## src/rtl/wb_pkg.sv

```systemverilog
// Shared types and defaults for the writeback stage.
// Latency: n/a (package only).
// Backpressure: n/a (package only).
package wb_pkg;

  localparam int XLEN_DEFAULT       = 32;
  localparam int REG_ADDR_W_DEFAULT = 2;

  // Which producer drives the register-file write port this cycle.
  typedef enum logic [1:0] {
    SRC_NONE = 2'd0,
    SRC_MEM  = 2'd1,
    SRC_ALU  = 2'd2,
    SRC_HOLD = 2'd3
  } wb_src_e;

  // Occupancy of the one-entry ALU hold buffer.
  typedef enum logic {
    HOLD_EMPTY = 1'b0,
    HOLD_HELD  = 1'b1
  } hold_state_e;

endpackage

```

## src/rtl/wb_hold_buf.sv

```systemverilog
// One-entry holding register for an ALU result that lost arbitration to a load.
// Latency: captured value visible on hold_sel/hold_data the cycle after capture.
// Backpressure: owner must not assert capture while held=1; drain empties it.
//
// Ports:
//   clk, rst            clock, synchronous active-high reset (clears the entry)
//   capture             load in_sel/in_data, go HELD (ignored while HELD)
//   drain               release the entry, go EMPTY (ignored while EMPTY)
//   in_sel, in_data     ALU result to park
//   held                entry occupied
//   hold_sel, hold_data parked result
module wb_hold_buf
  import wb_pkg::*;
#(
  parameter int XLEN       = XLEN_DEFAULT,
  parameter int REG_ADDR_W = REG_ADDR_W_DEFAULT
) (
  input  logic                  clk,
  input  logic                  rst,
  input  logic                  capture,
  input  logic                  drain,
  input  logic [REG_ADDR_W-1:0] in_sel,
  input  logic [XLEN-1:0]       in_data,
  output logic                  held,
  output logic [REG_ADDR_W-1:0] hold_sel,
  output logic [XLEN-1:0]       hold_data
);

  hold_state_e           state_q, state_d;
  logic [REG_ADDR_W-1:0] sel_q, sel_d;
  logic [XLEN-1:0]       data_q, data_d;

  always_ff @(posedge clk) begin
    if (rst) begin
      state_q <= HOLD_EMPTY;
      sel_q   <= '0;
      data_q  <= '0;
    end else begin
      state_q <= state_d;
      sel_q   <= sel_d;
      data_q  <= data_d;
    end
  end

  always_comb begin
    state_d = state_q;
    sel_d   = sel_q;
    data_d  = data_q;
    case (state_q)
      HOLD_EMPTY: begin
        if (capture) begin
          state_d = HOLD_HELD;
          sel_d   = in_sel;
          data_d  = in_data;
        end
      end
      HOLD_HELD: begin
        if (drain) begin
          state_d = HOLD_EMPTY;
        end
      end
      default: state_d = HOLD_EMPTY;
    endcase
  end

  assign held      = (state_q == HOLD_HELD);
  assign hold_sel  = sel_q;
  assign hold_data = data_q;

endmodule

```

## src/rtl/writeback_stage.sv

```systemverilog
// Arbitrates load and ALU results onto the single register-file write port.
// Latency: 1 cycle from transfer (or hold drain decision) to writeEn/writeSel/writeData.
// Backpressure: memReady tied high; aluReady drops for one entry while an ALU result is parked.
//
// Ports:
//   clk, rst                               clock, synchronous active-high reset
//   memValid/memReady/memSel/memData       load result handshake (never stalled)
//   aluValid/aluReady/aluSel/aluData       ALU result handshake (aluReady = !busy)
//   writeEn/writeSel/writeData             registered register-file write port
//   writeCount                             committed writes since reset, wraps at 2^32
//   busy                                   ALU hold buffer occupied
//   fwdValid/fwdSel/fwdData                next-cycle write for decode bypass
//                                          (present only when WB_FORWARD_EN is defined)
module writeback_stage
  import wb_pkg::*;
#(
  parameter int XLEN             = XLEN_DEFAULT,
  parameter int REG_ADDR_W       = REG_ADDR_W_DEFAULT,
  parameter bit ZERO_REG_DISCARD = 1'b1
) (
  input  logic                  clk,
  input  logic                  rst,
  input  logic                  memValid,
  output logic                  memReady,
  input  logic [REG_ADDR_W-1:0] memSel,
  input  logic [XLEN-1:0]       memData,
  input  logic                  aluValid,
  output logic                  aluReady,
  input  logic [REG_ADDR_W-1:0] aluSel,
  input  logic [XLEN-1:0]       aluData,
  output logic                  writeEn,
  output logic [REG_ADDR_W-1:0] writeSel,
  output logic [XLEN-1:0]       writeData,
  output logic [31:0]           writeCount,
`ifdef WB_FORWARD_EN
  output logic                  fwdValid,
  output logic [REG_ADDR_W-1:0] fwdSel,
  output logic [XLEN-1:0]       fwdData,
`endif
  output logic                  busy
);

  logic                  held;
  logic [REG_ADDR_W-1:0] hold_sel;
  logic [XLEN-1:0]       hold_data;
  logic                  capture, drain;
  logic                  mem_xfer, alu_xfer;
  wb_src_e               src;
  logic [REG_ADDR_W-1:0] pick_sel;
  logic [XLEN-1:0]       pick_data;
  logic                  issue;

  logic                  write_en_q, write_en_d;
  logic [REG_ADDR_W-1:0] write_sel_q, write_sel_d;
  logic [XLEN-1:0]       write_data_q, write_data_d;
  logic [31:0]           count_q, count_d;

  assign memReady = 1'b1;
  assign aluReady = !held;
  assign mem_xfer = memValid;
  assign alu_xfer = aluValid && !held;

  // Loads always win: a simultaneous ALU result is the younger instruction,
  // so it is parked and written after the load, even to the same register.
  always_comb begin
    src     = SRC_NONE;
    capture = 1'b0;
    drain   = 1'b0;
    if (held) begin
      if (mem_xfer) begin
        src = SRC_MEM;
      end else begin
        src   = SRC_HOLD;
        drain = 1'b1;
      end
    end else begin
      if (mem_xfer) begin
        src     = SRC_MEM;
        capture = alu_xfer;
      end else if (alu_xfer) begin
        src = SRC_ALU;
      end
    end
  end

  always_comb begin
    pick_sel  = '0;
    pick_data = '0;
    case (src)
      SRC_MEM:  begin pick_sel = memSel;   pick_data = memData;   end
      SRC_ALU:  begin pick_sel = aluSel;   pick_data = aluData;   end
      SRC_HOLD: begin pick_sel = hold_sel; pick_data = hold_data; end
      default:  begin pick_sel = '0;       pick_data = '0;        end
    endcase
  end

  // Register-0 results are still consumed; only the write itself is dropped.
  assign issue = (src != SRC_NONE) && !(ZERO_REG_DISCARD && (pick_sel == '0));

  always_comb begin
    write_en_d   = issue;
    write_sel_d  = write_sel_q;
    write_data_d = write_data_q;
    count_d      = count_q;
    if (issue) begin
      write_sel_d  = pick_sel;
      write_data_d = pick_data;
      count_d      = count_q + 32'd1;
    end
  end

  always_ff @(posedge clk) begin
    if (rst) begin
      write_en_q   <= 1'b0;
      write_sel_q  <= '0;
      write_data_q <= '0;
      count_q      <= '0;
    end else begin
      write_en_q   <= write_en_d;
      write_sel_q  <= write_sel_d;
      write_data_q <= write_data_d;
      count_q      <= count_d;
    end
  end

  wb_hold_buf #(
    .XLEN      (XLEN),
    .REG_ADDR_W(REG_ADDR_W)
  ) u_hold_buf (
    .clk      (clk),
    .rst      (rst),
    .capture  (capture),
    .drain    (drain),
    .in_sel   (aluSel),
    .in_data  (aluData),
    .held     (held),
    .hold_sel (hold_sel),
    .hold_data(hold_data)
  );

  assign writeEn    = write_en_q;
  assign writeSel   = write_sel_q;
  assign writeData  = write_data_q;
  assign writeCount = count_q;
  assign busy       = held;

`ifdef WB_FORWARD_EN
  assign fwdValid = issue;
  assign fwdSel   = pick_sel;
  assign fwdData  = pick_data;
`endif

endmodule

```

## config.mk

```make
export PLATFORM = sky130hd
export DESIGN_NAME = writeback_stage
export DESIGN_NICKNAME = d
export VERILOG_FILES = /design/src/rtl/wb_pkg.sv /design/src/rtl/wb_hold_buf.sv /design/src/rtl/writeback_stage.sv
export SDC_FILE = /design/constraint.sdc
export NUM_CORES = 1
export LEC_CHECK = 0
export BUFFER_PORTS_ARGS = -buffer_cell sky130_fd_sc_hd__clkbuf_2
export CAP_MARGIN = 20
export CORE_UTILIZATION = 41
export CTS_BUF_LIST = sky130_fd_sc_hd__clkbuf_4 sky130_fd_sc_hd__clkbuf_8 sky130_fd_sc_hd__clkbuf_16
export DETAILED_ROUTE_END_ITERATION = 8
export GPL_TIMING_DRIVEN = 0
export HOLD_SLACK_MARGIN = 0.1
export PLACE_DENSITY = 0.66
export SYNTH_ARGS = -nofsm -noshare
export SYNTH_HDL_FRONTEND = slang
export SYNTH_SLANG_ARGS = --single-unit
```

## constraint.sdc

```tcl
create_clock -name clk -period 2.3 [get_ports clk]
set_input_delay 0.46 -clock clk [delete_from_list [all_inputs] [get_ports clk]]
set_output_delay 0.46 -clock clk [all_outputs]
set_load 0.02 [all_outputs]
```

Word-level counts from Yosys, hierarchy flattened --
Cells that the tools add are included.
Word-level totals: memories kept 0, bits in latches 0, RAM bits 0, register bits 102, ROM bits 0, input port bits 72
Operators by class: eq/ne operators 3, shifts and indexed selects 0, $lt $le $gt $ge 0, add/sub/neg operators 1, reductions and logical operators 7, divide/modulo/power cells 0, multiply operators 0, muxes and demuxes 13, bitwise operators 1
Operators with widths (count):
- 32-bit one-hot mux with 3 select lines | 1
- 32-bit by 1-bit adder with 32-bit output, second input constant | 1
- 2-bit 2-to-1 mux | 4
- 1-bit 2-to-1 mux | 6
- 2-bit one-hot mux with 3 select lines | 1
- 2-bit == test, second input constant | 2
- 2-bit by 1-bit == test with 1-bit output, second input constant | 1
- 1-bit logical AND | 2
- 1-bit logical NOT | 2
- 2-bit logical NOT | 1
- 1-bit one-hot mux with 2 select lines | 1
- 2-bit AND reduction | 1
- 2-bit nonzero test | 1
- 1-bit NOT | 1

Depth between registers and ports, before layout --
depth in word-level cells 10, depth in mapped cells 9, depth with buffers taken out 5

Hierarchy --
A second synthesis with hierarchy kept.
Second synthesis, totals: cell total of the unflattened synthesis 614, area total of the unflattened synthesis 5141.2 µm²
By module, submodules not included:
- writeback_stage | area each 3409.5 µm², cells an instance 457, instances 1
- wb_hold_buf | area each 1731.7 µm², cells an instance 157, instances 1

Worst setup path before layout --
OpenSTA, ideal clock, no wires.
path type register to register, start point register count_q[0], in the netlist writeCount[0], end point register count_q[30], in the netlist writeCount[30], slack 344 ps, required time 2230 ps, path buffers 2, cell stages (with the launch flop) 8, period minus slack after synthesis 1956 ps, arrival time 1885 ps, path through dfxtp_1 > ha_1 > and2_1 > clkbuf_1 > o21ai_1 > buf_2 > or4_1 > a21oi_1
On the way: longest elaborated chain between the ends 1
RTL lines:
- start: declaration | RTL line writeback_stage.sv:56 | logic [31:0] count_q, count_d;
- start signal: assignment | RTL line writeback_stage.sv:122 | count_q <= count_d;
- 32-bit by 1-bit adder with 32-bit output | RTL line writeback_stage.sv:108 | count_d = count_q + 32'd1;
Every way passes these cells. A chain may end at the register's enable or synchronous reset.

Worst setup path in the final report --
start point register u_hold_buf.state_q, in the netlist u_hold_buf.held, end point output port aluReady
On the way: longest elaborated chain between the ends 1
RTL lines:
- start: declaration | RTL line wb_hold_buf.sv:29 | hold_state_e state_q, state_d;
- start signal: assignment | RTL line wb_hold_buf.sv:39 | state_q <= state_d;
- 1-bit logical NOT | RTL line writeback_stage.sv:59 | assign aluReady = !held;
- end: declaration | RTL line writeback_stage.sv:28 | output logic aluReady,
Every way passes these cells.

==> summary.md <==
| Metric | Value |
|---|---|
| Mapped cell area | `4752 um2` |
| Least-Margin Pin Slew | `0.5775 ns` |
| Global-route wire length before repair | `20.95 mm` |
| Reg2Reg Depth | `6` |
| 1st-pass router iterations | `5` |
| CTS Root Cell | `clkbuf_16` |
| Die Ht | `109.7 um` |
| Vias per cell | `5.255` |
| Core Util, Final | `53.49%` |
| Synth warn | `0` |
| GRT Residual Overflow | `0` |
| Max-cap violations | `0` |
| Worst path cell trace | `buf_2 -> clkinv_1 -> clkbuf_1 -> clkbuf_2` |
| Synth Net Count | `711` |
| Core ar. | `11080 um2` |
| Arr. time, crit path | `1.72 ns` |
| Vias in the first global route | `4468` |
| Gp weighted congestion | `0.8509` |
| Worst Setup SP | `u_hold_buf.held` |
| Power Dens Cells | `671.4 nW/um2` |
| P_leak | `2.428 nW` |
| Setup CP Type | `reg -> out` |
| TritonCTS Buffers | `9` |
| Req. time, crit path | `1.84 ns` |
| Initial Util | `42.90%` |
| Worst Clk Skew | `0.008241 ns` |
| Reg-to-reg setup timing slack | `0.21 ns` |
| Mapped Cells | `638` |
| Final net count | `858` |
| Crit path to | `aluReady` |
| Worst VDD drop | `386.0 uV` |
| CP Capture Type | `primary output` |
| Routed Antenna Nets | `0` |
| Drt wl/cell | `14.22 um` |
| Synth Register Bits | `102` |
| PnR worst setup slack | `0.1160 ns` |
| GRT Util Overall | `22.47%` |
| Largest net degree at the start of global routing | `17` |
| RSZ-0062 raised after global routing | `no` |
| Startpoint Class | `flop` |
| Hold WS | `0.3460 ns` |
| Period utilization | `94.96%` |
| Postcts setup bufs | `0` |
| Synth cell types | `39` |
| Worst-path clk slew | `0.07 ns` |
| Ports | `142` |
| TritonCTS clock tree | `yes` |
| Crit-path leading delay family | `buffers and inverters` |
| Crit path max fanout | `10` |
| Final Routed Wirelength | `13.23 mm` |
| Setup slack at placement | `0.06292 ns` |
| Max Freq | `457.9 MHz` |
| Final setup fails | `0` |
| IO buf count | `137` |
| Register area share after synthesis | `42.97%` |
| Critical path's largest stage delay | `0.37 ns` |
| Crit path time final | `2.184 ns` |
| Row cnt | `38` |
| Worst r2r dst | `writeCount[30]` |
| Setup_tns | `0 ns` |
| CTS Sinks | `102` |
| Worst r2r src | `writeCount[0]` |
| DR vias | `4887` |
| Clk buf depth | `2` |
| Outcome | `completed` |
| Share of layout cells above drive strength 1 | `22.66%` |
| Diode count | `0` |
| Synth Area per Inst | `7.448 um2` |
| CTS HTree Levels | `3` |
| Latest clock arrival within the worst-skew pair | `0.34 ns` |
| Initial DRC Count | `308` |
| Final Max Slew Viols | `0` |
| Critical Path Stages | `4` |
| Full die area | `12030 um2` |
| Hold Buf Count CTS | `0` |
| DRC viols | `0` |
| Die X | `109.7 um` |
| WP buf/inv | `4` |
| Hold Path Class | `in -> reg` |
| P&R area growth vs syn | `24.70%` |
| Slew margin rel. | `61.50%` |
| Power consumption | `3.979 mW` |
| Initial antenna violation count | `0` |
| Slowest CP cell | `dfxtp_1` |
| Final hold violations | `0` |
| DP HPWL | `10.00 mm` |
[where the power goes]
| group | internal (mW) | leakage (nW) | switching (mW) |
|---|---|---|---|
| registers | 1.84 | 0.832 | 0.0398 |
| logic | 0.191 | 1.45 | 0.349 |
| clock network | 0.886 | 0.145 | 0.669 |
| total | 2.92 | 2.43 | 1.06 |
[worst reg2reg max path: cells and delay by family, from the launching register on]
| kind | cells | cell delay [ns] |
|---|---|---|
| buffers and inverters | 1 | 0.25 |
| adder cells (fa/ha/maj) | 1 | 0.18 |
| AO/OA/AOI/OAI | 2 | 0.40 |
| flip-flops | 1 | 0.39 |
| AND/OR/NAND/NOR | 2 | 0.79 |
[synthesized netlist by cell type]
cell	n	area (um2)
buf_1	2	7.510
a31oi_1	32	200.2
nand3b_1	2	15.01
nor2b_1	4	25.02
clkbuf_1	35	131.4
xor2_1	13	113.9
conb_1	1	3.750
inv_1	5	18.77
dfxtp_1	102	2042
nor3_1	1	5.000
o21ai_2	1	8.760
xnor2_1	2	17.52
ha_1	1	12.51
nand4_4	1	21.27
nand2_1	172	645.6
and3_1	3	18.77
and4bb_1	1	12.51
a21oi_1	87	435.4
and4_2	1	10.01
or2_2	2	12.51
o211ai_1	8	60.06
and2_1	34	212.7
nand4_1	2	12.51
o31ai_1	10	75.07
clkinv_1	1	3.750
nor3_4	1	16.27
nand3_1	8	40.04
nor3b_1	1	7.510
or4_1	10	75.07
nor2_1	24	90.09
o21ai_1	1	5.000
o2111ai_1	5	43.79
o21ai_0	39	195.2
and4_1	2	17.52
and3_2	1	7.510
or3_1	6	37.54
buf_2	15	75.07
buf_4	1	7.510
nand4_2	1	12.51
[worst min-delay path by stage]
| stage | startpoint | to | slack, ns | depth (start not counted) |
|---|---|---|---|---|
| after floorplan | u_hold_buf.hold_data[0] | u_hold_buf.hold_data[0] | 0.43 | 2 |
| after global placement | u_hold_buf.hold_data[3] | u_hold_buf.hold_data[3] | 0.44 | 2 |
| after detailed placement | u_hold_buf.hold_data[23] | u_hold_buf.hold_data[23] | 0.44 | 2 |
| after CTS | aluData[23] | u_hold_buf.hold_data[23] | 0.34 | 3 |
| after global routing | aluData[23] | u_hold_buf.hold_data[23] | 0.35 | 3 |
| final | aluData[23] | u_hold_buf.hold_data[23] | 0.35 | 3 |
[final cells by class]
class,instances,area (um2)
Clock buffer,11,246.5
Multi-Input combinational cell,477,2472
Fill cell,1105,5152
Inverter,6,22.52
Sequential cell,102,2042
Buffer,52,222.7
Timing Repair Buffer,137,685.7
Clock inverter,5,58.81
Tap cell,140,175.2
[layer usage]
metal	track usage, %	wire length, um	vias up	share of wire (%)
li1	-	-	2471	-
met1	26.75	5797	2241	44
met2	39.04	6351	157	48
met3	5.868	876	18	6.6
met4	7.619	203	0	1.5
met5	0	0	-	0
[registers in the layout, indices dropped and copies added (netlist names)]
register	flops
u_hold_buf.held	1
u_hold_buf.hold_data	32
u_hold_buf.hold_sel	2
writeCount	32
writeData	32
writeEn	1
writeSel	2
[cell usage in the layout (no fill, tap or decap), drive strengths merged, types with 3 or more instances in the layout]
cell type,n
a21oi,87
o21ai,41
o2111ai,5
buf,16
and4,3
clkbuf,184
nor2b,4
o31ai,10
a31oi,32
or3,6
nand2,172
and3,4
and2,34
nand4,4
o211ai,8
xor2,13
or4,10
nor2,24
dfxtp,102
nand3,8
clkinv,3
inv,5
[cells by family after synthesis]
family                   Yosys count  synth area share, %
flip-flops                       102                42.97
AND/OR/NAND/NOR                  277                27.25
AO/OA/AOI/OAI                    183                21.54
other                              1              0.07891
XOR/XNOR                          15                2.765
buffers and inverters             59                5.134
adder cells (fa/ha/maj)            1               0.2633
[repair_timing]
item | CTS | global route
hold endpoints to repair | 0 | 0
resized for setup | 0 | 4
endpoints found under the setup margin | 0 | 7
[stage by stage]
step                      area (um2)  instances
final                           5926        930
after global routing            5926        930
after CTS                       5918        931
after detailed placement        5613        915
after global placement          5613        915
after floorplan                 4752        638
(Power assumes the default switching activity.)
